==> src/rtl/mem_arbiter.sv <==
// Arbitrates NUM_CH cache request channels onto one tagged memory bus and routes each returning
// tag to the channel that owns it. Define MEM_ARB_RR_EN for round-robin grants (default: fixed).
module mem_arbiter #(
    parameter int unsigned NUM_CH = 3,
    parameter int unsigned TAG_W  = 4,
    parameter int unsigned XLEN   = 64
) (
    input  logic                              clock,
    input  logic                              reset,
    input  logic [NUM_CH-1:0][1:0]            ch_command,
    input  logic [NUM_CH-1:0][XLEN-1:0]       ch_addr,
    input  logic [NUM_CH-1:0][63:0]           ch_data,
    output logic [NUM_CH-1:0]                 ch_grant,
    output logic [NUM_CH-1:0]                 ch_reject,
    output logic [NUM_CH-1:0][TAG_W-1:0]      ch_response,
    output logic [NUM_CH-1:0][TAG_W-1:0]      ch_tag,
    output logic [63:0]                       ch_rdata,
    output logic [XLEN-1:0]                   cache2mem_addr,
    output logic [1:0]                        cache2mem_command,
    output logic [63:0]                       cache2mem_data,
    input  logic [TAG_W-1:0]                  mem2cache_response,
    input  logic [TAG_W-1:0]                  mem2cache_tag,
    input  logic [63:0]                       mem2cache_data,
    output logic [TAG_W:0]                    outstanding,
    output logic                              tag_error
);
    localparam int unsigned CH_W    = $clog2(NUM_CH);
    localparam int unsigned ENTRIES = 1 << TAG_W;
    localparam logic [1:0] BUS_NONE  = 2'd0;
    localparam logic [1:0] BUS_LOAD  = 2'd1;
    localparam logic [1:0] BUS_STORE = 2'd2;

    logic [ENTRIES-1:0]           valid_q, valid_d;
    logic [ENTRIES-1:0][CH_W-1:0] owner_q, owner_d;
    logic                         tag_error_q;
    logic [NUM_CH-1:0]            req;
    logic                         gnt_any;
    logic [CH_W-1:0]              gnt_idx;
    logic                         accepted, alloc, ret_hit, ret_miss, alloc_conflict;

    always_comb begin
        for (int i = 0; i < NUM_CH; i++) req[i] = (ch_command[i] != BUS_NONE);
    end

`ifdef MEM_ARB_RR_EN
    logic [CH_W-1:0] ptr_q, ptr_d;

    // First requester at or after the pointer, wrapping around.
    always_comb begin
        int unsigned idx;
        idx     = 0;
        gnt_any = 1'b0;
        gnt_idx = '0;
        for (int unsigned k = 0; k < NUM_CH; k++) begin
            idx = (32'(ptr_q) + k) % NUM_CH;
            if (!gnt_any && req[idx]) begin
                gnt_any = 1'b1;
                gnt_idx = CH_W'(idx);
            end
        end
    end

    assign ptr_d = (gnt_idx == CH_W'(NUM_CH - 1)) ? '0 : gnt_idx + 1'b1;
`else
    always_comb begin
        gnt_any = 1'b0;
        gnt_idx = '0;
        for (int i = NUM_CH - 1; i >= 0; i--) begin
            if (req[i]) begin
                gnt_any = 1'b1;
                gnt_idx = CH_W'(i);
            end
        end
    end
`endif

    always_comb begin
        ch_grant          = '0;
        ch_reject         = '0;
        ch_response       = '0;
        ch_tag            = '0;
        cache2mem_command = BUS_NONE;
        cache2mem_addr    = '0;
        cache2mem_data    = '0;
        if (gnt_any) begin
            ch_grant[gnt_idx]    = 1'b1;
            cache2mem_command    = ch_command[gnt_idx];
            cache2mem_addr       = ch_addr[gnt_idx];
            ch_response[gnt_idx] = mem2cache_response;
            if (ch_command[gnt_idx] == BUS_STORE) cache2mem_data = ch_data[gnt_idx];
        end
        accepted = gnt_any && (mem2cache_response != '0);
        for (int i = 0; i < NUM_CH; i++) ch_reject[i] = req[i] & ~(ch_grant[i] & accepted);

        ret_hit  = (mem2cache_tag != '0) && valid_q[mem2cache_tag];
        ret_miss = (mem2cache_tag != '0) && !valid_q[mem2cache_tag];
        for (int i = 0; i < NUM_CH; i++) begin
            if (ret_hit && owner_q[mem2cache_tag] == CH_W'(i)) ch_tag[i] = mem2cache_tag;
        end

        // A tag freed and reallocated in the same cycle is a legal reuse, not a conflict.
        alloc          = accepted && (cache2mem_command == BUS_LOAD);
        alloc_conflict = alloc && valid_q[mem2cache_response]
                         && !(ret_hit && mem2cache_tag == mem2cache_response);

        valid_d = valid_q;
        owner_d = owner_q;
        if (ret_hit) valid_d[mem2cache_tag] = 1'b0;
        if (alloc) begin
            valid_d[mem2cache_response] = 1'b1;
            owner_d[mem2cache_response] = gnt_idx;
        end
    end

    always_comb begin
        outstanding = '0;
        for (int e = 0; e < ENTRIES; e++) outstanding = outstanding + (TAG_W + 1)'(valid_q[e]);
    end

    assign ch_rdata  = mem2cache_data;
    assign tag_error = tag_error_q;

    always_ff @(posedge clock) begin
        if (reset) begin
            valid_q     <= '0;
            owner_q     <= '0;
            tag_error_q <= 1'b0;
`ifdef MEM_ARB_RR_EN
            ptr_q       <= '0;
`endif
        end else begin
            valid_q     <= valid_d;
            owner_q     <= owner_d;
            tag_error_q <= ret_miss | alloc_conflict;
`ifdef MEM_ARB_RR_EN
            if (accepted) ptr_q <= ptr_d;
`endif
        end
    end

endmodule

==> config.mk <==
export PLATFORM = sky130hd
export DESIGN_NAME = mem_arbiter
export DESIGN_NICKNAME = d
export VERILOG_FILES = /design/src/rtl/mem_arbiter.sv
export SDC_FILE = /design/constraint.sdc
export NUM_CORES = 1
export LEC_CHECK = 0
export ABC_CLOCK_PERIOD_IN_PS = 10000
export CAP_MARGIN = 25
export CORE_AREA = 2 2 267 269
export DETAILED_ROUTE_END_ITERATION = 12
export DIE_AREA = 0 0 269 271
export MAX_ROUTING_LAYER = met4
export PLACE_DENSITY = 0.46
export REMOVE_ABC_BUFFERS = 1
export SLEW_MARGIN = 20
export SYNTH_ARGS = -nofsm -noshare
export SYNTH_HDL_FRONTEND = slang
export SYNTH_SLANG_ARGS = --single-unit
==> constraint.sdc <==
create_clock -name clock -period 10 [get_ports clock]
set_input_delay 1 -clock clock [delete_from_list [all_inputs] [get_ports clock]]
set_output_delay 1 -clock clock [all_outputs]
set_load 0.03 [all_outputs]
After elaboration in Yosys (flattened, before gate mapping)
Index checks and enable logic that the tools add are counted.
- bits of input ports: 464
- output and inout port bits: 230
- register bits: 49
- bitwise gates (word level): 14
- reductions and logical operators: 21
- eq/ne operators: 5
- $lt $le $gt $ge: 6
- add/sub/neg operators: 15
- multiplexer cells: 40
- operators by type and width (kind ; count):
    2-to-1 mux 64 bit ; 5
    binary-select mux 64 bit (select 2 bit) ; 2
    adder 5 x 1 -> 5 bit ; 11
    bitwise mux 32 bit ; 1
    2-to-1 mux 16 bit ; 2
    bitwise AND 16 bit ; 1
    2-to-1 mux 4 bit ; 4
    NOT 16 bit ; 1
    OR 16 bit ; 1
    2-to-1 mux 2 bit ; 7
    logical AND 1 bit ; 13
    bitwise AND 12 bit ; 1
    2-to-1 mux 12 bit ; 1
    less-than comparator 4 x 5 -> 1 bit (second input constant) ; 2
    binary-select mux 1 bit (select 4 bit) ; 2
    binary-select mux 2 bit (select 4 bit) ; 1
    demux 1 bit (select 4 bit) ; 2
    demux 2 bit (select 4 bit) ; 1
    demux 4 bit (select 2 bit) ; 1
    >= comparator 4 x 1 -> 1 bit (second input constant) ; 2
    2-to-1 mux 1 bit ; 8
    nonzero test 4 bit ; 2
    bitwise AND 1 bit ; 6
    nonzero test 2 bit ; 3
    16 further kinds ; 21

Logic depth before layout (Yosys ltp)
Gate-level depths: netlist of run 1.
- depth in word-level cells: 15
- mapped depth: 12

Worst setup path after synthesis of run 1
Ideal clock, no wire load.
- path type: reg2out
- from: register valid_q[11]
- to: output port outstanding[2]
- path buffers: 0
- required time: 9.000 ns
- stages on the path, launching flop included: 11
- path slack: 5.466 ns
- data arrival time: 3.534 ns
- cells stage by stage: dfxtp_1 -> inv_1 -> fa_1 -> fa_1 -> fa_1 -> fa_1 -> inv_1 -> ha_1 -> inv_1 -> fa_1 -> xnor2_1
- longest elaborated chain between the ends: 5
- ends and longest elaborated chain (element ; RTL line ; RTL):
    from (decl) ; 33 ; logic [ENTRIES-1:0] valid_q, valid_d;
    from (signal assigned) ; 132 ; valid_q <= valid_d;
    adder 5 x 1 -> 5 bit (5 in a row) ; 117 ; for (int e = 0; e < ENTRIES; e++) outstanding = outstanding + (TAG_W + 1)'(valid_q[e]);
    to (decl) ; 24 ; output logic [TAG_W:0] outstanding,
Every way passes these cells.

Worst setup path in the final report of run 1
- from: input port ch_command[0] (netlist bit)
- to: output port ch_grant[2]
- longest elaborated chain between the ends: 7
- elaborated cells between the ends (all ways): 9
- classes of those cells: order compare: 2; mux: 5; reduce/logical: 2
- ends and longest elaborated chain (element ; RTL line ; RTL):
    from (decl) ; 10 ; input logic [NUM_CH-1:0][1:0] ch_command,
    nonzero test 2 bit (*) ; 42 ; for (int i = 0; i < NUM_CH; i++) req[i] = (ch_command[i] != BUS_NONE);
    2-to-1 mux 2 bit ; 69 ; if (req[i]) begin
    less-than comparator 2 x 3 -> 1 bit (implied by the code) or >= comparator 2 x 1 -> 1 bit (tied branches) ; 86 ; ch_grant[gnt_idx] = 1'b1;
    logical AND 1 bit (implied by the code) ; 86 ;
    2-to-1 mux 1 bit (implied by the code) ; 86 ;
    demux 1 bit (select 2 bit) ; 86 ;
    2-to-1 mux 3 bit (*) ; 85 ; if (gnt_any) begin
    to (decl) ; 13 ; output logic [NUM_CH-1:0] ch_grant,
Mark *: on every way between the ends. The rest lies on a longest branch, timed or not.

==> run_results.csv, run 1 <==
group,metric,value,unit
outcome,status,"finished clean",
logic_synthesis,syn_avg_cell_area,7.629,um2
pwr,p_seq_frac,0.225,
clock_tree,clock_path_buffers,2,
critical_path,worstPathMaxFanout,68,
critical_path,r2r_start,"valid_q[2]$_SDFF_PP0_",
layout,fillers,7745,
pwr,ir_drop,0.06320,mV
logic_synthesis,ys_top_cells_by_count,"mux2i_1 (168), nor2_1 (107), o21ai_0 (80), buf_4 (77), nand3_1 (70)",
placement,dp_hpwl,37020,um
pwr,pwr-share-clk,0.204,
sta,max_slew_margin,0.3654,
critical_path,critPathRequiredTime,9.00,ns
flow_run,drv_cap,0,
routing,via_per_inst,3.695,
logic_synthesis,ys_dominant_reg_cell,"dfxtp_1",
routing,wirelength,44430,um
min_path,hold_class,"register to register",
min_path,min_path_cells,1,
critical_path,r2r_end,"tag_error$_SDFF_PP0_",
pwr,swShare,0.3706,
layout,fin_nets,1799,
logic_synthesis,synth_top_area_share,0.2488,
pwr,power.static_leakage,4.508,nW
clock_tree,cts_sinks,49,
logic_synthesis,synth.lib_cells_used.distinct,53,
pwr,combPwrFrac,0.571,
logic_synthesis,ys_seq_area_frac,0.1451,
logic_synthesis,synth-seq-cells,49,
clock_tree,numCtsBuffers,5,
critical_path,crit_path_end_kind,"output port",
floorplanning,die_h,271,um
sta,finalHoldViolCount,0,
sta,period_share,0.6146,
clock_tree,worstSkewPairLatency,0.29,ns
floorplanning,io_pins,694,
critical_path,critPathArrivalTime,5.15,ns
clock_tree,postCtsHoldBufs,0,
sta,rsz0062_at_grt,"false",
sta,slew_viol_final,0,
min_path,worstHoldStart,"owner_q[0]$_SDFFE_PP0P_",
routing,ant_nets,0,
sta,period_needed,6.146,ns
pwr,internal_power,553.4,uW
routing,drc,0,
sta,layout_setup_ws,3.854,ns
logic_synthesis,yosysMostFrequentCell,"mux2i_1",
placement,dp.cells,2252,
logic_synthesis,netlist_instances,886,
grt,antenna_found_initial,1,
critical_path,worst-setup-path-type,"input port to output port",
placement,dpl_worst_slack,3.781,ns
logic_synthesis,synth_area_leaders,"mux2i_1 (25%), dfxtp_1 (15%), buf_4 (8.6%)",
grt,grt_pass1_vias,8497,
grt,overflow,0,
grt,grt_max_degree,100,
critical_path,rr_worst_depth,4,
pwr,power_density,67.99,mW/mm2
sta,finalSetupViolCount,0,
grt,grt_use_total,0.1178,
sta,max_freq,162.7,MHz
layout,fin_cells,2263,
routing,dr_total_vias,8361,
clock_tree,tritoncts,"done",
logic_synthesis,yosysTopAreaCell,"mux2i_1",
logic_synthesis,syn_area,0.006759,mm2
clock_tree,cts_resized,0,
grt,grt_pass1_wl,60970,um
floorplanning,die_area,0.07290,mm2
sta,skew,0.006733,ns
layout,syn2layout_area_growth,91.34,%
clock_tree,cts_setup_buffers,0,
layout,layout-drive-gt1-share,0.02952,
pwr,power.net_switching,325.9,uW
routing,drtIter0Drc,503,
floorplanning,die_w,269,um
min_path,min_to,"owner_q[0]$_SDFFE_PP0P_",
layout,multi_input_area,0.004757,mm2
placement,finalWeightedCongestion,1.019,
clock_tree,clkTransAtPathRegs,0.07,ns
sta,tightest_slew,0.9519,ns
floorplanning,start_util,0.09685,
floorplanning,row_count,97,
logic_synthesis,synthArstFlopShare,0,
routing,wl_per_cell,19.63,um
critical_path,rrSetupSlack,8.40,ns
layout,final-seq-area,980.9,um2
critical_path,worstSetupStartpointType,"input port",
routing,dr.pass1.iters,5,
floorplanning,core_area,0.06979,mm2
placement,port_buffers,565,
logic_synthesis,yosys_warnings,0,
clock_tree,root_buffer,"clkbuf_16",
clock_tree,cts_max_level,2,
logic_synthesis,synth_edf_count,0,
sta,totalNegativeSetupSlack,0,ns
## routing by layer
metal | up-vias | track usage | wire (um)
li1 | 3994 | - | -
met1 | 3871 | 0.1352 | 17770
met2 | 476 | 0.1806 | 20290
met5 | - | - | 0
met4 | 0 | 0.009503 | 304
met3 | 20 | 0.07227 | 6066
## worst max-delay path, stage by stage
cell and delay [ns]:
clkdlybuf4s50_1 0.84, nor4_4 0.53, buf_4 0.39, nand2_4 0.41, buf_4 0.50, inv_1 0.59
clkdlybuf4s50_1 0.80
## cells by family (layout without fill, tap and decap cells)
family | Yosys count | in the layout | synth area share
flops | 49 | 49 | 0.1451
xor+xnor | 6 | 6 | 0.007775
buf+inv | 179 | 614 | 0.1529
mux | 179 | 179 | 0.2877
simple gates | 261 | 261 | 0.1892
compound gates | 197 | 197 | 0.1785
other cells | 0 | 2 | 0
fa+ha+maj | 15 | 15 | 0.03887
## worst max path at each step
stage	startpoint	to	slack [ns]	cells past startpoint
final	ch_command[0]	ch_grant[2]	3.85	7
after global routing	ch_command[0]	ch_grant[2]	3.48	7
after detailed placement	ch_command[0]	ch_grant[2]	3.78	7
after floorplan	ch_command[0]	cache2mem_data[0]	0.94	3
after CTS	ch_command[0]	ch_grant[2]	3.77	7
after global placement	ch_command[0]	ch_grant[2]	3.86	7
## state kept, by name, indices dropped and copies added (netlist names)
| register | flops |
|---|---|
| owner_q | 32 |
| tag_error | 1 |
| valid_q | 16 |
## cell usage in the layout, fill, tap and decap left out, types with 2 or more instances in the layout
cell             synthesis  layout
dfxtp_1                 49      49
a21oi_1                 23      23
o21ai_0                 80      80
and3_1                   4       4
and2_1                   5       5
nor3_1                  15      15
inv_1                   29      29
mux4_2                   7       7
o21ai_1                 11      11
and4b_1                  4       4
a211oi_1                64      64
o21bai_1                 2       2
buf_4                   77       8
nor2b_1                 10      10
inv_2                    2       2
clkinv_4                 0       2
diode_2                  0       2
o31ai_1                  3       3
nand3_1                 70      70
nor2_1                 107     107
mux4_1                   4       4
nand2_1                 19      18
clkdlybuf4s50_1          0     564
clkbuf_16                0       5
xnor2_1                  4       4
ha_1                     5       5
xor2_1                   2       2
mux2i_1                168     168
and4_1                   3       3
fa_1                    10      10
nor4_1                   6       6
a22oi_1                  3       3
nand2b_1                10       9
## power by group through the flow
| stage | clock network [mW] | registers (mW) | logic [mW] |
|---|---|---|---|
| global route | 0.191 | 0.198 | 0.532 |
| finish | 0.180 | 0.198 | 0.502 |
| global placement | 0 | 0.202 | 0.502 |
| floorplan | 0 | 0.203 | 0.202 |
| detailed placement | 0 | 0.202 | 0.503 |
| CTS | 0.184 | 0.198 | 0.506 |
## cell type report
type	count	share of cell area
Clock buffer	5	0.009675
Sequential cell	49	0.07585
Tap cell	940	0.09094
Multi-Input combinational cell	658	0.3678
Clock inverter	3	0.002612
Timing Repair Buffer	575	0.4437
Inverter	31	0.008998
Antenna cell	2	0.0003870
## metrics by stage
stage	hold WS, ns	util	power [mW]	area (um2)
6_report	0.4707	0.1853	0.8793	12930
5_1_grt	0.5039	0.1853	0.9200	12930
4_1_cts	0.4688	0.1851	0.8879	12920
3_5_place_dp	0.4566	0.1829	0.7049	12760
3_3_place_gp	0.4513	0.1829	0.7044	12760
2_1_floorplan	0.4300	-	0.4044	5842
Power figures use the tool's default switching activity.
==> run 2, diff against run 1 <==
- ABC_CLOCK_PERIOD_IN_PS: 10000 -> 5400
- CORE_AREA: 2 2 267 269 -> 2 2 273 275
- DIE_AREA: 0 0 269 271 -> 0 0 275 277
- clock period: 10 -> 5.4 ns (I/O delays scaled with it)
==> run 2 against run 1 <==
Effect of this change:
- cell count grew 2.3%
- clock power increased by 130%
- sequential power up 85%
- critical path depth rose by 5
==> run_results.csv, run 2 (synthesis results as in run 1) <==
group,metric,value,unit
layout,syn2layout_area_growth,97.41,%
grt,grt_busiest_layer,"met2",
placement,finalWeightedCongestion,0.9231,
sta,slew_viol_final,0,
sta,max_freq,206.2,MHz
sta,rsz0062_at_grt,"false",
routing,wirelength,49540,um
grt,grt_max_degree,87,
pwr,swShare,0.3490,
outcome,status,"finished clean",
routing,dr.pass1.iters,8,
floorplanning,row_count,100,
grt,grt_pass1_wl,67430,um
clock_tree,clock_path_buffers,2,
grt,overflow,0,
critical_path,critPathRequiredTime,4.86,ns
grt,use_met3,0.04439,
routing,drtIter0Drc,328,
sta,tightest_slew,0.8373,ns
clock_tree,postCtsHoldBufs,0,
floorplanning,core_area,0.07357,mm2
clock_tree,cts_resized,0,
grt,grt_use_met2,0.2294,
pwr,internal_power,1.134,mW
floorplanning,die_w,275,um
layout,fillers,8239,
grt,antenna_found_initial,19,
pwr,power_density,130.5,mW/mm2
sta,hold_ws,0.4668,ns
clock_tree,root_buffer,"clkbuf_16",
clock_tree,worstSkewPairLatency,0.28,ns
pwr,power.net_switching,607.7,uW
sta,period_needed,4.849,ns
critical_path,rrSetupSlack,3.75,ns
min_path,min_path_cells,1,
pwr,ir_drop,0.1858,mV
clock_tree,tritoncts,"done",
critical_path,rr_worst_depth,5,
min_path,min_to,"owner_q[0]$_SDFFE_PP0P_",
routing,via_per_inst,3.675,
pwr,pwr-share-clk,0.234,
pwr,p_seq_frac,0.210,
pwr,power.static_leakage,4.710,nW
sta,max_slew_margin,0.4401,
floorplanning,die_h,277,um
grt,grt_use_total,0.1267,
critical_path,worstSetupStartpointType,"register",
critical_path,r2r_start,"valid_q[4]$_SDFF_PP0_",
sta,finalHoldViolCount,0,
flow_run,drv_cap,0,
critical_path,r2r_end,"tag_error$_SDFF_PP0_",
sta,period_share,0.8979,
layout,largest_register_ffs,32,
routing,ant_nets,0,
sta,finalSetupViolCount,0,
layout,top_register,"owner_q",
sta,totalNegativeSetupSlack,0,ns
layout,final_common_cell,"clkdlybuf4s50_1",
min_path,worstHoldStart,"owner_q[0]$_SDFFE_PP0P_",
clock_tree,cts_setup_buffers,0,
routing,drc,0,
layout,layout_common_cells,"clkdlybuf4s50_1 (552), mux2i_1 (168), nor2_1 (107)",
clock_tree,cts_max_level,2,
critical_path,crit_path_end_kind,"output port",
floorplanning,io_pins,694,
grt,grt_pass1_vias,8789,
min_path,hold_class,"register to register",
clock_tree,clkTransAtPathRegs,0.07,ns
grt,grt_use_met1,0.1365,
layout,fin_nets,1818,
critical_path,worstPathMaxFanout,3,
critical_path,critPathArrivalTime,4.31,ns
floorplanning,die_area,0.07618,mm2
clock_tree,cts_sinks,49,
sta,skew,0.001833,ns
floorplanning,start_util,0.09187,
placement,dp_hpwl,41870,um
pwr,combPwrFrac,0.555,
routing,wl_per_cell,21.41,um
routing,dr_total_vias,8503,
critical_path,worst-setup-path-type,"register to output port",
clock_tree,numCtsBuffers,5,
placement,port_buffers,565,
layout,layout-drive-gt1-share,0.05299,
[run 2: cell count changes in the layout (fill, tap and decap cells not counted), sizes merged]
cell           previous run  this run
inv                      31        32
clkinv                    3         0
clkbuf                    6         5
diode                     2         5
bufinv                    0         2
clkdlybuf4s50           564       552
buf                      10        42
[run 2: critical path, cell delays in order (launching register included)]
cell,delay [ns]
dfxtp_1,0.36
inv_1,0.08
fa_1,0.56
fa_1,0.45
fa_1,0.52
fa_1,0.40
inv_1,0.06
ha_1,0.16
inv_1,0.07
fa_1,0.45
nor2b_1,0.14
o21a_1,0.12
clkdlybuf4s50_1,0.66
[run 2: per-layer routing]
metal  vias up  wire length [um]
met5         -                 0
met4         0               438
met1      3968             18930
met2       457             25920
met3        48              4253
li1       4030                 -
[run 2: layout make-up]
cell class              instances  area, um2  area share
diodes                          5      12.51   0.0009377
clock buffers                   5      125.1    0.009377
clock inverters                 3      68.82    0.005158
inverters                      31      116.4    0.008721
multi-input cells             658       4763      0.3570
flip-flops and latches         49      980.9     0.07352
well taps                     969       1212     0.09087
repair buffers                594       6063      0.4544
[run 2: worst max-delay path by stage]
stage / endpoint / cells past startpoint / from / slack [ns]
after global placement: cache2mem_data[6] / 8 / ch_command[0] / 0.81
after global routing: outstanding[4] / 12 / valid_q[11]$_SDFF_PP0_ / 0.41
final: outstanding[4] / 12 / valid_q[5]$_SDFF_PP0_ / 0.55
after floorplan: cache2mem_data[0] / 3 / ch_command[0] / -2.74
after detailed placement: cache2mem_data[6] / 8 / ch_command[0] / 0.81
after CTS: outstanding[4] / 12 / valid_q[11]$_SDFF_PP0_ / 0.55
[run 2: metrics by stage]
stage	instances	power [mW]	util	worst slack (ns)	cell area (um2)
6_report	2314	1.742	0.1814	0.5514	13340
3_3_place_gp	2301	1.351	0.1786	0.8149	13140
5_1_grt	2314	1.824	0.1814	0.4069	13340
3_5_place_dp	2301	1.349	0.1786	0.8110	13140
4_1_cts	2309	1.764	0.1812	0.5512	13330
2_1_floorplan	738	0.7490	-	-2.740	5842
[run 2: power groups by stage]
stage / Sequential [mW] / Combinational, mW / Clock (mW)
detailed placement: 0.375 / 0.974 / 0
finish: 0.366 / 0.967 / 0.408
global placement: 0.375 / 0.977 / 0
global route: 0.367 / 1.03 / 0.431
floorplan: 0.375 / 0.374 / 0
CTS: 0.366 / 0.981 / 0.416
